File: config.mk
export PLATFORM = sky130hd
export DESIGN_NAME = io_port_responder
export DESIGN_NICKNAME = d
export VERILOG_FILES = /design/src/rtl/io_port_responder.sv
export SDC_FILE = /design/constraint.sdc
export NUM_CORES = 1
export LEC_CHECK = 0
export CAP_MARGIN = 25
export CELL_PAD_IN_SITES_DETAIL_PLACEMENT = 0
export CELL_PAD_IN_SITES_GLOBAL_PLACEMENT = 1
export CORE_MARGIN = 3
export CORE_UTILIZATION = 35
export CTS_CLUSTER_SIZE = 25
export DETAILED_ROUTE_END_ITERATION = 7
export GPL_ROUTABILITY_DRIVEN = 1
export PLACE_DENSITY = 0.72
export SYNTH_ARGS = -nofsm -noshare
export SYNTH_HDL_FRONTEND = slang
export SYNTH_SLANG_ARGS = --single-unit
File: constraint.sdc
create_clock -name CLK -period 2.6 [get_ports CLK]
set_input_delay 0.52 -clock CLK [delete_from_list [all_inputs] [get_ports CLK]]
set_output_delay 0.52 -clock CLK [all_outputs]
set_load 0.02 [all_outputs]
File: src/rtl/io_port_responder.sv
// Peripheral end of the MCU port bus: write-decoded output registers, a zero-latency
// read mux, synchronized board inputs, button interrupts and a prescaled tick timer.
module io_port_responder #(
  parameter logic [7:0]  SW_ID    = 8'h20,
  parameter logic [7:0]  BTN_ID   = 8'h24,
  parameter logic [7:0]  IST_ID   = 8'h25,
  parameter logic [7:0]  TMR_ID   = 8'h30,
  parameter logic [7:0]  LED_ID   = 8'h40,
  parameter logic [7:0]  SSEG_ID  = 8'h81,
  parameter logic [7:0]  ICLR_ID  = 8'h82,
  parameter logic [7:0]  IMSK_ID  = 8'h83,
  parameter logic [15:0] PRESCALE = 16'd50000
) (
  input  logic       CLK,
  input  logic       RESET,
  input  logic [7:0] PORT_ID,
  input  logic [7:0] OUT_PORT,
  input  logic       IO_STRB,
  output logic [7:0] IN_PORT,
  input  logic [7:0] SWITCHES,
  input  logic [3:0] BUTTONS,
  output logic [7:0] LEDS,
  output logic [7:0] SSEG,
  output logic       INT_REQ
);

  logic [7:0]  sw_s1, sw_s2;
  logic [3:0]  btn_s1, btn_s2, btn_s3;
  logic [3:0]  pending, mask;
  logic [3:0]  btn_rise, iclr_bits, pending_nxt;
  logic [15:0] presc_cnt;
  logic [7:0]  tick_cnt;
  logic        tick;
  logic        wr_led, wr_sseg, wr_iclr, wr_imsk, wr_tmr;

  assign wr_led  = IO_STRB && (PORT_ID == LED_ID);
  assign wr_sseg = IO_STRB && (PORT_ID == SSEG_ID);
  assign wr_iclr = IO_STRB && (PORT_ID == ICLR_ID);
  assign wr_imsk = IO_STRB && (PORT_ID == IMSK_ID);
  assign wr_tmr  = IO_STRB && (PORT_ID == TMR_ID);

  // A new press is ORed in after the clear so a colliding event is never lost.
  assign btn_rise    = btn_s2 & ~btn_s3;
  assign iclr_bits   = wr_iclr ? OUT_PORT[3:0] : 4'h0;
  assign pending_nxt = (pending & ~iclr_bits) | btn_rise;

  assign tick = (presc_cnt == (PRESCALE - 16'd1));

  always_ff @(posedge CLK) begin
    if (RESET) begin
      sw_s1   <= 8'h00;
      sw_s2   <= 8'h00;
      btn_s1  <= 4'h0;
      btn_s2  <= 4'h0;
      btn_s3  <= 4'h0;
      LEDS    <= 8'h00;
      SSEG    <= 8'h00;
      mask    <= 4'h0;
      pending <= 4'h0;
      INT_REQ <= 1'b0;
    end else begin
      sw_s1   <= SWITCHES;
      sw_s2   <= sw_s1;
      btn_s1  <= BUTTONS;
      btn_s2  <= btn_s1;
      btn_s3  <= btn_s2;
      if (wr_led)  LEDS <= OUT_PORT;
      if (wr_sseg) SSEG <= OUT_PORT;
      if (wr_imsk) mask <= OUT_PORT[3:0];
      pending <= pending_nxt;
      INT_REQ <= |(pending & mask);
    end
  end

  // A timer load restarts the prescale window and takes priority over a tick.
  always_ff @(posedge CLK) begin
    if (RESET) begin
      presc_cnt <= 16'd0;
      tick_cnt  <= 8'h00;
    end else if (wr_tmr) begin
      presc_cnt <= 16'd0;
      tick_cnt  <= OUT_PORT;
    end else if (tick) begin
      presc_cnt <= 16'd0;
      tick_cnt  <= tick_cnt + 8'h01;
    end else begin
      presc_cnt <= presc_cnt + 16'd1;
    end
  end

  always_comb begin
    IN_PORT = 8'h00;
    case (PORT_ID)
      SW_ID:   IN_PORT = sw_s2;
      BTN_ID:  IN_PORT = {4'h0, btn_s2};
      IST_ID:  IN_PORT = {4'h0, pending};
      TMR_ID:  IN_PORT = tick_cnt;
      default: IN_PORT = 8'h00;
    endcase
  end

endmodule

==> metrics <==
CP top delay family buffers and inverters; Die Height 99.5 µm; share of the synthesized area in the top cell type 50.4%; post-route minimum period 2480 ps; crit path DAT 1960 ps; final WL 7210 µm; post-place instance area 3850 µm²; Initial Utilization 36.7%; FP Rows 33; Hold Buf Count CTS 0; Worst EP required 2080 ps; CP max stage delay 420 ps; gr ovfl total 0; Num CTS Buffers 9; top cells by count, synth 77 x dfxtp_1, 44 x nor2_1, 28 x nor2b_1, 25 x mux2i_1, 15 x nand2_1; post-synth cell types 39; Max-Cap Viols 0; final non-filler cell total 503; Post-Layout Inst Area 4020 µm²; ant diodes 0; filler cell count 831; Worst setup endpoint IN_PORT[1]; Sum Neg Setup Slack 0 ps; register area share after synthesis 50.4%; CP max FO 8; Post-synth EDFFs 0; status completed; Clock Sinks 77; 1st-iter DRT viols 100; number of vias in the routed layout 2501; worst skew pair latency 350 ps; most numerous cell in the Yosys netlist dfxtp_1; post-synthesis async set-or-reset flop share 0%; Ys Warns 0; Post-CTS Setup Bufs 0; layout net count 426; layout cells sized above 1 12.6%; cell count after synthesis 321; CP Launch Point PORT_ID[0]; Final period util 95.4%; final setup vio count 0; worst-path cell chain clkdlybuf4s50_1 -> or2_2 -> nor4_2 -> buf_4 -> nand2_1 -> o211ai_1 -> buf_4; Die ar. 9900 µm²; TritonCTS clock tree yes; Clock Tree Buf Depth 2; global-route wire length before repair 11800 µm; Ports 56; Layout area overhead 31.3%; # placed instances 487; CP endpoint kind primary output; flop-to-flop setup slack 360 ps; vias in the first global route 2361; FF-to-FF Start presc_cnt[11]$_SDFF_PP0_; VDD IR max 0.000309 V; Via density 4.97; Max Fclk 403 MHz; width of the die 99.5 µm; initial antenna violation count 0; most frequent CP cell buf_4; largest net degree at the start of global routing 37; Routed Antenna Nets 0; FF-to-FF End tick_cnt[6]$_SDFFE_PP0P_; #FFs+latches synth 77; P_leak 1.62 nW; H-tree Lvls 3; top cells by area, synth dfxtp_1 50%, mux2i_1 8.2%, nor2b_1 5.7%; Root Driver clkbuf_8; Clock transition at path regs 80 ps; Slew HR 57.2%; slew at the pin closest to its max-slew limit 636 ps; HP Class reg -> reg; clock skew 9.96 ps; Core Util, Final 48.2%; Register-to-Register Path Depth 4; WL/cell 14.3 µm; core box area 8340 µm²; RSZ-0062 raised after global routing no; DRC 0; Cell Pwr Density 563 nW/µm²; Final Max Slew Viols 0; TritonRoute pass-1 iters 5; RePlAce Congestion 0.814; endpoints failing hold 0; port buffer count 55; gr usage total 15.0%; syn avg cell area 9.53 µm²; Yosys top cell by area dfxtp_1; Worst Setup Path Type in -> out; Post-Syn Area 3060 µm²; Bufs and invs on worst path 3; CP Launch Type input port; cell at the slowest stage of the critical path clkdlybuf4s50_1; post-DP HPWL 5190 µm; Mapped Nets 354; top_reg_cell synth dfxtp_1; WP depth 7
-- flip-flops by register name, indices dropped and copies added, names as in the netlist --
name and flops:
btn_s2 4, btn_s3 4, presc_cnt 16, sw_s1 8
LEDS 8, pending 4, mask 4, btn_s1 4
sw_s2 8, tick_cnt 8, INT_REQ 1, SSEG 8
-- logic make-up (layout without fill, tap and decap cells) --
kind of cell             Yosys count  count (layout)  share of synthesized area [%]
AO/OA/AOI/OAI                     31              31                           7.03
XOR/XNOR                          15              15                           4.29
adder cells (fa/ha/maj)            2               2                          0.818
buffers and inverters             22              99                           2.86
flip-flops                        77              77                           50.4
multiplexers                      25              25                           8.18
AND/OR/NAND/NOR                  149             149                           26.4
-- through the flow --
step	power [mW]	worst slack, ps	hold slack, ps
after detailed placement	1.38	-519	420
after global routing	2.36	4.68	460
after global placement	1.38	-510	417
after CTS	2.29	77.3	441
final	2.26	120	440
after floorplan	1.30	200	414
-- routing by layer --
layer,global-route usage (%),vias up,part of all wire [%]
met5,0,-,0
met4,5.99,0,1.6
met3,3.02,14,5.1
met2,22.7,54,44
met1,21.0,1162,49
li1,-,1271,-
-- how the worst min path moves through the flow --
stage,startpoint,end,slack (ps),cells after the start
after floorplan,btn_s1[0]$_SDFF_PP0_,btn_s2[0]$_SDFF_PP0_,410,1
after global placement,btn_s1[2]$_SDFF_PP0_,btn_s2[2]$_SDFF_PP0_,420,1
after detailed placement,sw_s1[2]$_SDFF_PP0_,sw_s2[2]$_SDFF_PP0_,420,1
after CTS,sw_s1[2]$_SDFF_PP0_,sw_s2[2]$_SDFF_PP0_,440,1
after global routing,btn_s1[1]$_SDFF_PP0_,btn_s2[1]$_SDFF_PP0_,460,1
final,btn_s1[3]$_SDFF_PP0_,btn_s2[3]$_SDFF_PP0_,440,1
-- final cells by class --
cell class                 instances  area (µm²)  area share [%]
multi-input combinational        222        1440            35.9
inverter                           8        30.0           0.747
timing repair buffer              75         674            16.8
clock inverter                     6        70.1            1.74
sequential                        77        1540            38.4
tap                              105         131            3.27
clock buffer                      10         128            3.18
-- placed cells by master (no fill, tap or decap), drive strengths merged, types with 2 or more instances in the layout --
master / netlist / layout
xor2: 5 / 5
nand2: 15 / 15
o211ai: 4 / 4
ha: 2 / 2
clkinvlp: 0 / 3
clkbuf: 13 / 10
inv: 8 / 10
and3: 3 / 3
or4: 2 / 2
a211oi: 5 / 5
xnor2: 10 / 10
nor2b: 28 / 28
nand2b: 5 / 5
nand4: 12 / 12
and4: 5 / 5
mux2i: 25 / 25
o21ai: 5 / 5
a22o: 4 / 4
nor4: 10 / 10
buf: 1 / 29
dfxtp: 77 / 77
dlygate4sd2: 0 / 3
nor3: 8 / 8
nor4b: 2 / 2
a311oi: 2 / 2
nand3: 5 / 5
nor2: 44 / 44
a21oi: 5 / 5
a22oi: 2 / 2
clkdlybuf4s50: 0 / 43
or3: 3 / 3
a21o: 2 / 2
nand4b: 2 / 2
-- where the power goes --
group          switching (mW)  internal (mW)  leakage (nW)  total [mW]
clock network           0.456          0.450        0.0895       0.906
registers              0.0132           1.21         0.627        1.22
logic                  0.0602         0.0768         0.907       0.137
total                   0.529           1.73          1.62        2.26
-- repair_timing --
item / 4_1_cts / 5_1_grt
resized for setup: 40 / 1
endpoints found under the setup margin: 8 / 2
pin swaps: 2 / 1
Power figures use the tool's default switching activity.
